File: src/rtl/serial_subtractor_pkg.sv
// Shared types and elaboration helpers for the digit-serial subtractor.
package serial_subtractor_pkg;

  typedef enum logic [1:0] {
    ST_IDLE = 2'd0,
    ST_RUN  = 2'd1,
    ST_DONE = 2'd2
  } state_t;

  function automatic bit params_ok(input int width, input int digit);
    return (digit >= 1) && (digit <= width) && ((width % digit) == 0);
  endfunction

  // Step counter needs at least one bit even when a single step suffices.
  function automatic int cnt_width(input int nstep);
    int w;
    w = $clog2(nstep);
    return (w < 1) ? 1 : w;
  endfunction

endpackage

File: src/rtl/serial_subtractor_sub_slice.sv
// DIGIT-wide ripple-borrow subtract slice: d = x - y - bin.
module sub_slice #(
  parameter int DIGIT = 4
) (
  input  logic [DIGIT-1:0] x,
  input  logic [DIGIT-1:0] y,
  input  logic             bin,
  output logic [DIGIT-1:0] d,
  output logic             bout
);

  logic [DIGIT:0] br;

  always_comb begin
    br    = '0;
    d     = '0;
    br[0] = bin;
    for (int i = 0; i < DIGIT; i++) begin
      d[i]    = x[i] ^ y[i] ^ br[i];
      br[i+1] = (~x[i] & (y[i] ^ br[i])) | (y[i] & br[i]);
    end
  end

  assign bout = br[DIGIT];

endmodule

File: src/rtl/serial_subtractor.sv
// Digit-serial a - b - borrow_in: one DIGIT slice reused NSTEP times, LSB digit first.
// Handshake: start is accepted on any edge where busy=0 (IDLE or DONE); done pulses one cycle when results update.
module serial_subtractor
  import serial_subtractor_pkg::*;
#(
  parameter int WIDTH = 16,
  parameter int DIGIT = 4
) (
  input  logic             clk,
  input  logic             rst,
  input  logic             start,
  input  logic [WIDTH-1:0] a,
  input  logic [WIDTH-1:0] b,
  input  logic             borrow_in,
  output logic             busy,
  output logic             done,
  output logic [WIDTH-1:0] diff,
  output logic             borrow_out,
  output logic             zero,
  output logic             ovf,
  output logic [1:0]       state_dbg
);

  localparam int NSTEP = WIDTH / DIGIT;
  localparam int CW    = cnt_width(NSTEP);
  localparam logic [CW-1:0] LAST = CW'(NSTEP - 1);

  generate
    if (!params_ok(WIDTH, DIGIT)) begin : g_bad_params
      $error("serial_subtractor: DIGIT must divide WIDTH");
    end
  endgenerate

  state_t           state_q, state_n;
  logic [WIDTH-1:0] a_q, b_q, wdiff_q, res;
  logic             wborrow_q;
  logic [CW-1:0]    cnt_q;
  logic [DIGIT-1:0] x, y, d;
  logic             bout, accept, last;
  int unsigned      base;

  assign last = (cnt_q == LAST);

  // Select the current digit of each operand and splice its result into the working diff.
  always_comb begin
    base = int'(cnt_q) * DIGIT;
    x    = a_q[base +: DIGIT];
    y    = b_q[base +: DIGIT];
    res  = wdiff_q;
    res[base +: DIGIT] = d;
  end

  sub_slice #(.DIGIT(DIGIT)) u_slice (
    .x    (x),
    .y    (y),
    .bin  (wborrow_q),
    .d    (d),
    .bout (bout)
  );

  always_ff @(posedge clk) begin
    if (rst) state_q <= ST_IDLE;
    else     state_q <= state_n;
  end

  always_comb begin
    state_n = state_q;
    accept  = 1'b0;
    case (state_q)
      ST_IDLE, ST_DONE: begin
        if (start) begin
          accept  = 1'b1;
          state_n = ST_RUN;
        end else begin
          state_n = ST_IDLE;
        end
      end
      ST_RUN:  if (last) state_n = ST_DONE;
      default: state_n = ST_IDLE;
    endcase
  end

  assign busy      = (state_q == ST_RUN);
  assign done      = (state_q == ST_DONE);
  assign state_dbg = state_q;

  always_ff @(posedge clk) begin
    if (rst) begin
      a_q        <= '0;
      b_q        <= '0;
      wdiff_q    <= '0;
      wborrow_q  <= 1'b0;
      cnt_q      <= '0;
      diff       <= '0;
      borrow_out <= 1'b0;
      zero       <= 1'b0;
      ovf        <= 1'b0;
    end else if (accept) begin
      a_q       <= a;
      b_q       <= b;
      wdiff_q   <= '0;
      wborrow_q <= borrow_in;
      cnt_q     <= '0;
    end else if (state_q == ST_RUN) begin
      wdiff_q   <= res;
      wborrow_q <= bout;
      cnt_q     <= cnt_q + 1'b1;
      if (last) begin
        diff       <= res;
        borrow_out <= bout;
        zero       <= (res == '0);
        ovf        <= (a_q[WIDTH-1] ^ b_q[WIDTH-1]) & (res[WIDTH-1] ^ a_q[WIDTH-1]);
      end
    end
  end

endmodule

File: config.mk
export PLATFORM = sky130hd
export DESIGN_NAME = serial_subtractor
export DESIGN_NICKNAME = d
export VERILOG_FILES = /design/src/rtl/serial_subtractor_pkg.sv /design/src/rtl/serial_subtractor_sub_slice.sv /design/src/rtl/serial_subtractor.sv
export SDC_FILE = /design/constraint.sdc
export NUM_CORES = 1
export LEC_CHECK = 0
export ABC_AREA = 1
export BUFFER_PORTS_ARGS = -buffer_cell sky130_fd_sc_hd__buf_4
export CAP_MARGIN = 20
export CORE_UTILIZATION = 40
export DETAILED_ROUTE_END_ITERATION = 6
export GPL_TIMING_DRIVEN = 0
export PLACE_DENSITY = 0.6
export SYNTH_ARGS = -nofsm -noshare
export SYNTH_HDL_FRONTEND = slang
export SYNTH_SLANG_ARGS = --single-unit
File: constraint.sdc
create_clock -name clk -period 7 [get_ports clk]
set_clock_uncertainty 0.05 [all_clocks]
set_input_delay 1.4 -clock clk [delete_from_list [all_inputs] [get_ports clk]]
set_output_delay 1.4 -clock clk [all_outputs]
set_load 0.005 [all_outputs]
==> metrics.md, run 1 <==
| Metric | Value |
|---|---|
| Top cell type's share of synthesized area | `43.9%` |
| Antenna violations before repair | `0` |
| Layout cells sized above 1 | `between 10% and 20%` |
| PortBufs | `58` |
| Switch Pwr | `280 µW` |
| Yosys reg bits | `72` |
| Fillers | `824` |
| Drt pass-1 iters | `4` |
| Final Setup Violations | `0` |
| CP Capture Type | `register` |
| Fin. Hold Viols | `0` |
| Hold-fix buffers at CTS | `0` |
| Largest net degree at the start of global routing | `13` |
| RSZ-0062 raised after global routing | `no` |
| GR peak layer | `met2` |
| Highest Clock Rate | `258 MHz` |
| Crit path required time | `between 7000 and 8000 ps` |
| Ports | `59` |
| Worst-path clk slew | `roughly 70 ps` |
| Switching share of power | `roughly 28%` |
| Met1 GRT Util | `approximately a quarter` |
| Sequential share of the synthesized area | `between 40% and 50%` |
| Leak | `0.00198 µW` |
| Post_cts resized | `0` |
| CP max FO | `12` |
| Final Wtd Congestion | `around 0.88` |
| Crit path max-delay family | `adder cells` |
| Ys flop type | `dfxtp_1` |
| Pwr dens | `around 240 mW/mm²` |
| Register area | `between 0.001 and 0.0015 mm²` |
| Routed Antenna Nets | `0` |
| Post-Syn Area | `roughly 0.0033 mm²` |
| Most frequent CP cell | `fa_1` |
| Starting DRT DRC Count | `roughly 150` |
| Die area | `approximately 0.0086 mm²` |
| Cell count after synthesis | `about 470` |
| GR Layer Usage met2 | `38.6%` |
| Startpoint types | `register` |
| CP Cell Sequence | `inv_1 -> clkbuf_1 -> o21ai_0 -> o22ai_1 -> fa_1 -> inv_1 -> fa_1 -> fa_1 -> inv_1 -> fa_1 -> nor2_1 -> nand2_1 -> nor2_1 -> a21oi_2 -> o21ai_0 -> nand3_1 -> a21oi_1` |
| Asr flop ratio synth | `0%` |
| Core Util, Final | `between 50% and 60%` |
| Combinational fraction of design power | `between 10% and 20%` |
| Worst path arrival time | `~4100 ps` |
| H-tree Lvls | `3` |
| Clock tree buffer depth | `2` |
| Crit Path Category | `register to register` |
| Ant. Diodes | `0` |
| Flop pwr share | `45.2%` |
| Clk sinks | `72` |
| CTS Buf Count | `9` |
| Worst skew pair latency | `around 350 ps` |
| Fin crit share | `55.4%` |
| Max_slew headroom | `about two thirds` |
| Global Route Usage Sum | `between 20% and 30%` |
| Starting Density | `41.9%` |
| Die height | `~93 µm` |
| Post-CTS Setup Bufs | `0` |
| Post-synth EDFFs | `0` |
| Mean area per synthesized cell | `around 7.0 µm²` |
| Layout Nets | `between 500 and 600` |
| Worst setup margin | `~3100 ps` |
| Routed vias | `3134` |
| Core box area | `between 0.007 and 0.008 mm²` |
| Via density | `~5` |
| Max Slew Vio Count | `0` |
| Vias in the first global route | `2913` |
| Final wirelength | `roughly 8500 µm` |
| HPWL after detailed placement | `~6400 µm` |
| Routed WL per cell | `about 13 µm` |
| Netlist cell types | `27` |
| Drc violations | `0` |
| Slew @ Worst Pin | `between 500 and 600 ps` |
| Dpl ws | `between 3000 and 4000 ps` |
| Row count | `32` |
| TNS Setup | `0 ps` |
| CP bufs+invs | `4` |
| Synth top area cells | `dfxtp_1, nor2_1, o21ai_0` |
| VDD IR max | `0.152 mV` |
| Number of max-cap violations | `0` |
| First-pass GRT wire length | `between 10000 and 15000 µm` |
| Syn Nets | `514` |
| Met3 Resource Use GR | `under 10%` |
| Cell-internal power | `roughly 700 µW` |
| Die Span X | `92.6 µm` |
| CTS tree | `done` |
| Multi-input logic area | `roughly 0.0016 mm²` |
| GR Overflow Total | `0` |
| Max incr delay on CP | `~440 ps` |
| Warnings from Yosys | `0` |
| Area leader, netlist | `dfxtp_1` |
| Min Tclk post-route | `a little under 4000 ps` |
| Status | `finished, final reports clean` |
| Area growth, synth to finish | `23.8%` |
| Clock power frac | `between 30% and 40%` |
| Class of the worst hold path | `register to register` |
| Root Buffer | `clkbuf_8` |
| Slowest CP cell | `clkbuf_1` |
-- worst min-delay path, stage by stage (launching register included) --
cell and delay (ps):
dfxtp_1 310, nand2_1 60, a21oi_1 50
-- sequential cells by signal (all words and copies together), names as in the netlist --
signal	cells
a_q	16
b_q	16
borrow_out	1
cnt_q	2
diff	16
ovf	1
state_dbg	2
wborrow_q	1
wdiff_q	16
zero	1
-- power groups by stage --
stage | Clock (µW) | Sequential (µW) | Combinational [µW]
floorplan | 0 | 452 | 121
global placement | 0 | 457 | 176
detailed placement | 0 | 457 | 178
CTS | 371 | 448 | 179
global route | 391 | 451 | 203
finish | 363 | 448 | 179
-- worst paths after layout --
kind                  from  endpoint  slack, ps  cells after the start
setup / recovery  cnt_q[1]       ovf       3120                     17
hold / removal         ovf       ovf        420                      2
setup reg to reg  cnt_q[1]       ovf       3120                     17
hold reg to reg        ovf       ovf        420                      2
-- metal layers --
layer,routed length [µm],part of all wire (%)
met5,0,0
met4,75,0.88
met1,3710,44
met2,4340,51
met3,377,4.4
-- cell usage in the layout (no fill, tap or decap) --
cell and instances:
nor2_1 112, nand2_1 79, dfxtp_1 72, o21ai_0 63, buf_4 59, inv_1 42, nand3_1 25, clkbuf_1 14
a21oi_1 13, clkbuf_8 10, ha_1 6, o211ai_1 5, inv_2 4, buf_2 4, o22ai_1 4, fa_1 4
buf_1 3, a32o_1 3, nor2_4 2, nor2_2 2, a22oi_1 2, o21a_1 2, bufinv_16 2, buf_6 1
or2_1 1, nand2_2 1, a21oi_2 1, a31oi_1 1, o21ai_1 1, clkinvlp_4 1, clkinv_4 1, clkinv_2 1
-- metrics by stage --
stage                     total power (µW)  hold slack [ps]  area (µm²)  instances
after floorplan                        573              399        3280        468
after global placement                 633              406        3850        628
after detailed placement               636              406        3850        628
after CTS                              998              418        4070        643
after global routing                  1040              450        4070        643
final                                  990              417        4070        643
-- cells in the mapped netlist (3+ instances only) --
cell and instances:
a21oi_1 13, a32o_1 3, buf_1 3, buf_2 4
clkbuf_1 14, dfxtp_1 72, fa_1 4, ha_1 6
inv_1 42, inv_2 4, nand2_1 79, nand3_1 25
nor2_1 112, o211ai_1 5, o21ai_0 63, o22ai_1 4
-- cells by family after synthesis --
logic type / after synthesis / synth area share, %
flip-flops: 72 / 43.9
adder cells (fa/ha/maj): 10 / 4.72
AND/OR/NAND/NOR: 222 / 27.1
AO/OA/AOI/OAI: 95 / 15.9
buffers and inverters: 69 / 8.38
-- cell type report --
type	instances	share of cell area, %
buffer	23	2.52
inverter	46	4.25
sequential	72	35.4
clock buffer	10	3.38
multi-input combinational	327	38.6
clock inverter	5	2.00
timing repair buffer	58	10.7
tap	102	3.14
No activity file was read; power rests on OpenSTA's default activity.
==> run 2: changes to the inputs <==
Settings changed: ABC_AREA 1 to 0, PLACE_DENSITY 0.6 to 0.63.
Clock period 7 ns to 3.2 ns, I/O delays scaled along.
==> metrics.md, run 2 <==
| Metric | Value |
|---|---|
| Most common cell after layout, fill and taps aside | `dfxtp_1 (was nor2_1)` |
| Register-to-Register Path Depth | `13 (was 17)` |
| R2r startpoint | `cnt_q[0] (was cnt_q[1])` |
| Max Slew Vio Count | `0 (unchanged)` |
| Final Setup Violations | `4 (was 0)` |
| Cell Count Post-Placement | `521 (was 628)` |
| Post-Syn Area | `0.00323 mm² (was 0.00328 mm²)` |
| TNS Setup | `-407 ps (was 0 ps)` |
| CP Capture Type | `register (unchanged)` |
| Sequential share of the synthesized area | `44.7% (was 43.9%)` |
| Layout Nets | `482 (was 583)` |
| CTS tree | `done (unchanged)` |
| Netlist cell types | `38 (was 27)` |
| Worst path arrival time | `3580 ps (was 4110 ps)` |
| First-pass GRT wire length | `13000 µm (was 13800 µm)` |
| RSZ-0062 raised after global routing | `yes (was no)` |
| Root Buffer | `clkbuf_8 (unchanged)` |
| H-tree Lvls | `3 (unchanged)` |
| Global Route Usage Sum | `20.1% (was 20.9%)` |
| Class of the worst hold path | `register to register (unchanged)` |
| Synth top area cells | `dfxtp_1, nand2_1, a211oi_1 (was dfxtp_1, nor2_1, o21ai_0)` |
| Reg2reg setup slack | `-170 ps (was 3120 ps)` |
| Yosys reg bits | `72 (unchanged)` |
| Fin crit share | `105% (was 55.4%)` |
| Status | `finished with violations (was finished, final reports clean)` |
| Worst skew pair latency | `350 ps (about the same)` |
| Crit Path Category | `register to register (unchanged)` |
| Die area | `0.00843 mm² (was 0.00858 mm²)` |
| Warnings from Yosys | `0 (unchanged)` |
| Routed WL per cell | `14.5 µm (was 13.2 µm)` |
| Slew @ Worst Pin | `567 ps (was 528 ps)` |
| CTS Buf Count | `9 (unchanged)` |
| Dominant cell by count in the synthesized netlist | `dfxtp_1 (was nor2_1)` |
| Routed Antenna Nets | `0 (unchanged)` |
| Fillers | `729 (was 824)` |
| Worst-path clk slew | `80 ps (was 70 ps)` |
| Most frequent cells in the layout | `dfxtp_1, nand2_1, buf_4, nor2_1, a21oi_1 (was nor2_1, nand2_1, dfxtp_1, o21ai_0, buf_4)` |
| Pwr dens | `499 mW/mm² (was 243 mW/mm²)` |
| Largest net degree at the start of global routing | `13 (unchanged)` |
| R2r endpoint | `zero (was ovf)` |
| Clk sinks | `72 (unchanged)` |
| Top cell type's share of synthesized area | `44.7% (was 43.9%)` |
| Ys flop type | `dfxtp_1 (unchanged)` |
| Mean area per synthesized cell | `8.91 µm² (was 7.02 µm²)` |
| Max_slew headroom | `62.2% (was 64.8%)` |
| Via density | `5.10 (was 4.87)` |
| Row count | `32 (unchanged)` |
| Fin. Hold Viols | `0 (unchanged)` |
| Total power | `2080 µW (was 990 µW)` |
| Highest Clock Rate | `297 MHz (was 258 MHz)` |
| Number of max-cap violations | `0 (unchanged)` |
| Area growth, synth to finish | `28.8% (was 23.8%)` |
| Syn Nets | `408 (was 514)` |
| Final wirelength | `7880 µm (was 8500 µm)` |
| Post-synth EDFFs | `0 (unchanged)` |
| Vias in the first global route | `2594 (was 2913)` |
| Drt pass-1 iters | `4 (unchanged)` |
| Leak | `0.00162 µW (was 0.00198 µW)` |
| Core box area | `0.00777 mm² (was 0.00785 mm²)` |
| Min Tclk post-route | `3370 ps (was 3880 ps)` |
| GR Overflow Total | `0 (unchanged)` |
| Routed vias | `2768 (was 3134)` |
| Antenna violations before repair | `0 (unchanged)` |
| Worst min-delay path startpoint | `a_q[1] (was ovf)` |
| Worst setup margin | `-168 ps (was 3120 ps)` |
| Starting DRT DRC Count | `72 (was 147)` |
| Asr flop ratio synth | `0% (unchanged)` |
| Startpoint types | `register (unchanged)` |
| Hold slack | `405 ps (was 417 ps)` |
| HPWL after detailed placement | `5610 µm (was 6390 µm)` |
| Post-synth top cells | `dfxtp_1, nand2_1, nor2_1 (was nor2_1, nand2_1, dfxtp_1)` |
| Die height | `91.8 µm (was 92.6 µm)` |
| Worst hold endpoint | `a_q[1] (was ovf)` |
| Area leader, netlist | `dfxtp_1 (unchanged)` |
| Failing checks | `setup timing` |
| Starting Density | `41.5% (was 41.9%)` |
| Cell count after synthesis | `362 (was 468)` |
| Fin cells | `543 (was 643)` |
| Ant. Diodes | `0 (unchanged)` |
| Ports | `59 (unchanged)` |
| Layout cells sized above 1 | `29.3% (was 16.5%)` |
| Worst Hold Path Cells | `2 (unchanged)` |
| PortBufs | `57 (was 58)` |
| Drc violations | `0 (unchanged)` |
| CP max FO | `5 (was 12)` |
| Final Wtd Congestion | `0.809 (was 0.883)` |
| VDD IR max | `0.223 mV (was 0.152 mV)` |
| Clock tree buffer depth | `2 (unchanged)` |
| Crit path required time | `3410 ps (was 7230 ps)` |
| Die Span X | `91.8 µm (was 92.6 µm)` |
-- run 2: cell types whose count changed after synthesis, moves of 5 or more --
cell,change
nor2_1,-68
o21ai_0,-63
inv_1,-34
a211oi_1,+32
nand3_1,-24
a21oi_1,+21
nor2b_1,+17
nand2_1,-12
a31oi_1,+10
mux4_2,+8
mux2i_1,+6
o211ai_1,-5
-- run 2: critical path, cell delays in order (launching register included) --
cell and delay, ps:
dfxtp_4 390, mux4_2 520, fa_2 350, inv_2 60
fa_2 180, fa_2 190, inv_2 40, fa_2 590
nor2_4 70, buf_4 150, buf_6 110, a31oi_4 190
nand4_1 120, o32ai_2 280
-- run 2: layer usage --
layer  global-route usage (%)  up-vias  wire length (µm)
met5                        0        -                 0
met4                     5.86        0                80
met3                     4.89        8               444
met2                     31.8       75              3790
met1                     27.2     1292              3570
li1                         -     1393                 -
-- run 2: layout make-up --
| type | instances | area (µm²) | share of cell area (%) |
|---|---|---|---|
| Buffer | 27 | 148 | 3.55 |
| Inverter | 8 | 30.0 | 0.722 |
| Tap cell | 102 | 128 | 3.07 |
| Clock inverter | 5 | 52.6 | 1.26 |
| Multi-Input combinational cell | 254 | 1700 | 40.9 |
| Sequential cell | 72 | 1450 | 34.8 |
| Clock buffer | 11 | 163 | 3.91 |
| Timing Repair Buffer | 64 | 488 | 11.7 |
-- run 2: what timing repair did --
item / in CTS / in global routing
setup endpoints to repair: 16 / 14
buffers inserted: 7 / 0
gates resized for setup: 19 / 4
hold buffers: 0 / 0
pin swaps: 15 / 7
-- run 2: worst max-delay path by stage --
stage / cells past startpoint / slack [ps] / to / startpoint
finish: 13 / -170 / zero / cnt_q[0]
global route: 13 / -280 / zero / cnt_q[0]
CTS: 12 / -240 / zero / cnt_q[0]
detailed placement: 13 / -600 / zero / cnt_q[1]
global placement: 13 / -580 / zero / cnt_q[1]
floorplan: 14 / -120 / ovf / cnt_q[0]
-- run 2: cell families (layout without fill, tap and decap cells) --
| kind of cell | Yosys count | after routing | synth area share (%) |
|---|---|---|---|
| simple gates | 147 | 147 | 20.7 |
| mux | 14 | 14 | 7.44 |
| flops | 72 | 72 | 44.7 |
| compound gates | 82 | 82 | 16.7 |
| xor+xnor | 1 | 1 | 0.271 |
| buf+inv | 36 | 115 | 5.43 |
| fa+ha+maj | 10 | 10 | 4.81 |
-- run 2: metrics by stage --
stage          setup slack (ps)  utilization, %  instance area (µm²)
6_report                   -168            53.5                 4160
5_1_grt                    -279            53.5                 4160
4_1_cts                    -242            53.6                 4160
3_5_place_dp               -596            49.0                 3810
3_3_place_gp               -576            49.0                 3810
2_1_floorplan              -120               -                 3250
-- run 2: where the power goes --
group	switching, µW	internal, µW	total [µW]
logic	190	155	344
clock network	346	425	770
registers	25.2	935	960
total	561	1510	2080
==> run 3: changes to the inputs <==
Settings changed: SYNTH_HIERARCHICAL set to 1.
==> metrics.md, run 3 <==
| Metric | Value |
|---|---|
| Row count | `32 (unchanged)` |
| Max_slew headroom | `59.4% (was 62.2%)` |
| PortBufs | `58 (was 57)` |
| Worst-path clk slew | `90 ps (was 80 ps)` |
| Routed vias | `2816 (was 2768)` |
| Post-Syn Area | `0.00322 mm² (was 0.00323 mm²)` |
| Max Slew Vio Count | `0 (unchanged)` |
| Antenna violations before repair | `0 (unchanged)` |
| Highest Clock Rate | `306 MHz (was 297 MHz)` |
| H-tree Lvls | `3 (unchanged)` |
| Slowest CP cell | `fa_2 (unchanged)` |
| Die Span X | `91.8 µm (about the same)` |
| Flop pwr share | `43.5% (was 46.3%)` |
| Yosys reg bits | `72 (unchanged)` |
| CP Cell Sequence | `mux4_2 -> inv_2 -> fa_2 -> inv_2 -> fa_2 -> fa_2 -> inv_2 -> fa_2 -> a31oi_4 -> nand3b_1 -> a311oi_2 (was mux4_2 -> fa_2 -> inv_2 -> fa_2 -> fa_2 -> inv_2 -> fa_2 -> nor2_4 -> buf_4 -> buf_6 -> a31oi_4 -> nand4_1 -> o32ai_2)` |
| Core box area | `0.00777 mm² (unchanged)` |
| Root Buffer | `clkbuf_8 (unchanged)` |
| Fillers | `782 (was 729)` |
| Routed Antenna Nets | `0 (unchanged)` |
| Netlist cell types | `38 (unchanged)` |
| HPWL after detailed placement | `5710 µm (was 5610 µm)` |
| Fin. Hold Viols | `0 (unchanged)` |
| Top cell type's share of synthesized area | `44.7% (about the same)` |
| Warnings from Yosys | `6 (was 0)` |
| Most common cell after layout, fill and taps aside | `dfxtp_1 (unchanged)` |
| Crit path required time | `3420 ps (was 3410 ps)` |
| Cell-internal power | `1610 µW (was 1510 µW)` |
| Most frequent CP cell | `fa_2 (unchanged)` |
| Ant. Diodes | `0 (unchanged)` |
| Vias in the first global route | `2855 (was 2594)` |
| Syn Nets | `412 (was 408)` |
| Routed WL per cell | `14.4 µm (was 14.5 µm)` |
| Crit Path Category | `register to register (unchanged)` |
| Number of max-cap violations | `0 (unchanged)` |
| Startpoint types | `register (unchanged)` |
| VDD IR max | `0.285 mV (was 0.223 mV)` |
| CTS tree | `done (unchanged)` |
| Failing checks | `setup timing (unchanged)` |
| Min Tclk post-route | `3270 ps (was 3370 ps)` |
| Crit path max-delay family | `adder cells (unchanged)` |
| Dominant cell by count in the synthesized netlist | `dfxtp_1 (unchanged)` |
| Die area | `0.00842 mm² (was 0.00843 mm²)` |
| Final Wtd Congestion | `0.791 (was 0.809)` |
| GR Overflow Total | `0 (unchanged)` |
| RSZ-0062 raised after global routing | `yes (unchanged)` |
| R2r startpoint | `cnt_q[0] (unchanged)` |
| Setup crit end | `ovf (was zero)` |
| Worst setup margin | `-65.2 ps (was -168 ps)` |
| Combinational fraction of design power | `16.5% (was 16.6%)` |
| Final wirelength | `7900 µm (was 7880 µm)` |
| Worst path arrival time | `3490 ps (was 3580 ps)` |
| Clock tree buffer depth | `2 (unchanged)` |
| Reg2reg setup slack | `-70 ps (was -170 ps)` |
| Register-to-Register Path Depth | `11 (was 13)` |
| Fin crit share | `102% (was 105%)` |
| Starting DRT DRC Count | `122 (was 72)` |
| Most frequent cells in the layout | `dfxtp_1, nand2_1, buf_4, nor2_1, a21oi_1 (unchanged)` |
| Clk sinks | `72 (unchanged)` |
| Ports | `59 (unchanged)` |
| Switch Pwr | `593 µW (was 561 µW)` |
| CP bufs+invs | `3 (was 4)` |
| Hold-fix buffers at CTS | `0 (unchanged)` |
| Post-synth EDFFs | `0 (unchanged)` |
| Starting Density | `41.5% (about the same)` |
| Clock power frac | `40.1% (was 37.1%)` |
| Leak | `0.00158 µW (was 0.00162 µW)` |
| Cell count after synthesis | `366 (was 362)` |
| Critical path depth in cells | `11 (was 13)` |
| Worst skew pair latency | `350 ps (about the same)` |
| CP Capture Type | `register (unchanged)` |
| Max incr delay on CP | `540 ps (was 590 ps)` |
| Sequential share of the synthesized area | `44.7% (about the same)` |
| CP max FO | `6 (was 5)` |
| Class of the worst hold path | `register to register (unchanged)` |
| Mean area per synthesized cell | `8.81 µm² (was 8.91 µm²)` |
| Final Setup Violations | `2 (was 4)` |
| Core Util, Final | `53.5% (about the same)` |
| Area growth, synth to finish | `28.8% (about the same)` |
| Layout cells sized above 1 | `27.6% (was 29.3%)` |
| Pwr dens | `531 mW/mm² (was 499 mW/mm²)` |
| Status | `finished with violations (unchanged)` |
| R2r endpoint | `ovf (was zero)` |
| Global Route Usage Sum | `20.5% (was 20.1%)` |
| First-pass GRT wire length | `13500 µm (was 13000 µm)` |
| Drc violations | `0 (unchanged)` |
| Area leader, netlist | `dfxtp_1 (unchanged)` |
| Ys flop type | `dfxtp_1 (unchanged)` |
| Dpl ws | `-519 ps (was -596 ps)` |
| Post-synth top cells | `dfxtp_1, nand2_1, nor2_1 (unchanged)` |
| Slew @ Worst Pin | `607 ps (was 567 ps)` |
| Drt pass-1 iters | `5 (was 4)` |
| Asr flop ratio synth | `0% (unchanged)` |
| CTS Buf Count | `9 (unchanged)` |
| Die height | `91.8 µm (about the same)` |
| Synth top area cells | `dfxtp_1, nand2_1, a211oi_1 (unchanged)` |
| Worst setup path startpoint | `cnt_q[0] (unchanged)` |
| Switching share of power | `26.9% (was 27.0%)` |
| Layout Nets | `487 (was 482)` |
| Largest net degree at the start of global routing | `14 (was 13)` |
| Via density | `5.14 (was 5.10)` |
run 3: cell count changes after synthesis, moves of 3 or more:
cell     change
mux2i_1      -5
inv_1        +5
buf_6        -3
nor2_1       -3
nand2_1      +3
and2b_4      +3
nor2b_1      -5
run 3: cell type report:
class                   instances  area (µm²)  area share [%]
inverters                      13        48.8            1.17
multi-input cells             253        1670            40.3
clock buffers                  10         128            3.07
repair buffers                 65         488            11.7
flip-flops and latches         72        1450            34.8
plain buffers                  27         129            3.10
well taps                     102         128            3.07
clock inverters                 6         115            2.77
run 3: cell families after synthesis:
group | count (synthesis) | share of synthesized area, %
AOI/OAI and AO/OA | 88 | 18.0
xor gates and xnor gates | 1 | 0.272
adders and majority gates | 10 | 4.81
buffers and inverters | 41 | 5.43
DFF | 72 | 44.7
muxes | 9 | 5.90
and+or+nand+nor | 145 | 20.9
run 3: through the flow:
stage	std cells	hold slack, ps	cell area, µm²	total power, µW	setup TNS, ps
2_1_floorplan	366	383	3270	1200	0
3_3_place_gp	526	392	3830	1310	-2220
3_5_place_dp	526	396	3830	1310	-2450
4_1_cts	547	406	4140	2210	-199
5_1_grt	548	431	4150	2300	-448
6_report	548	402	4150	2200	-126
run 3: tightest hold or removal path, stage by stage, from the launching register on:
cell and delay (ps):
dfxtp_1 310, nand2_1 50, a21oi_1 50
run 3: repair_timing:
action,CTS,global route
pin swaps,5,3
buffers inserted,5,2
endpoints found under the hold margin,0,0
gates resized for setup,8,4
setup endpoints to repair,10,4
run 3: worst min path at each step:
stage	from	to	slack, ps	cells after the start
after floorplan	a_q[10]	a_q[10]	380	2
after global placement	a_q[8]	a_q[8]	390	2
after detailed placement	a_q[14]	a_q[14]	400	2
after CTS	a_q[14]	a_q[14]	410	2
after global routing	b_q[12]	b_q[12]	430	2
final	a_q[14]	a_q[14]	400	2
run 3: routing by layer:
| layer | track usage (%) | part of all wire, % |
|---|---|---|
| met5 | 0 | 0 |
| met4 | 7.16 | 1.7 |
| met3 | 3.90 | 3.6 |
| met2 | 35.6 | 50 |
| met1 | 25.4 | 45 |
run 3: power groups by stage:
stage	clock [µW]	sequential, µW	combinational (µW)
floorplan	0	972	225
global placement	0	978	329
detailed placement	0	979	334
CTS	897	956	356
global route	944	963	397
finish	883	958	364
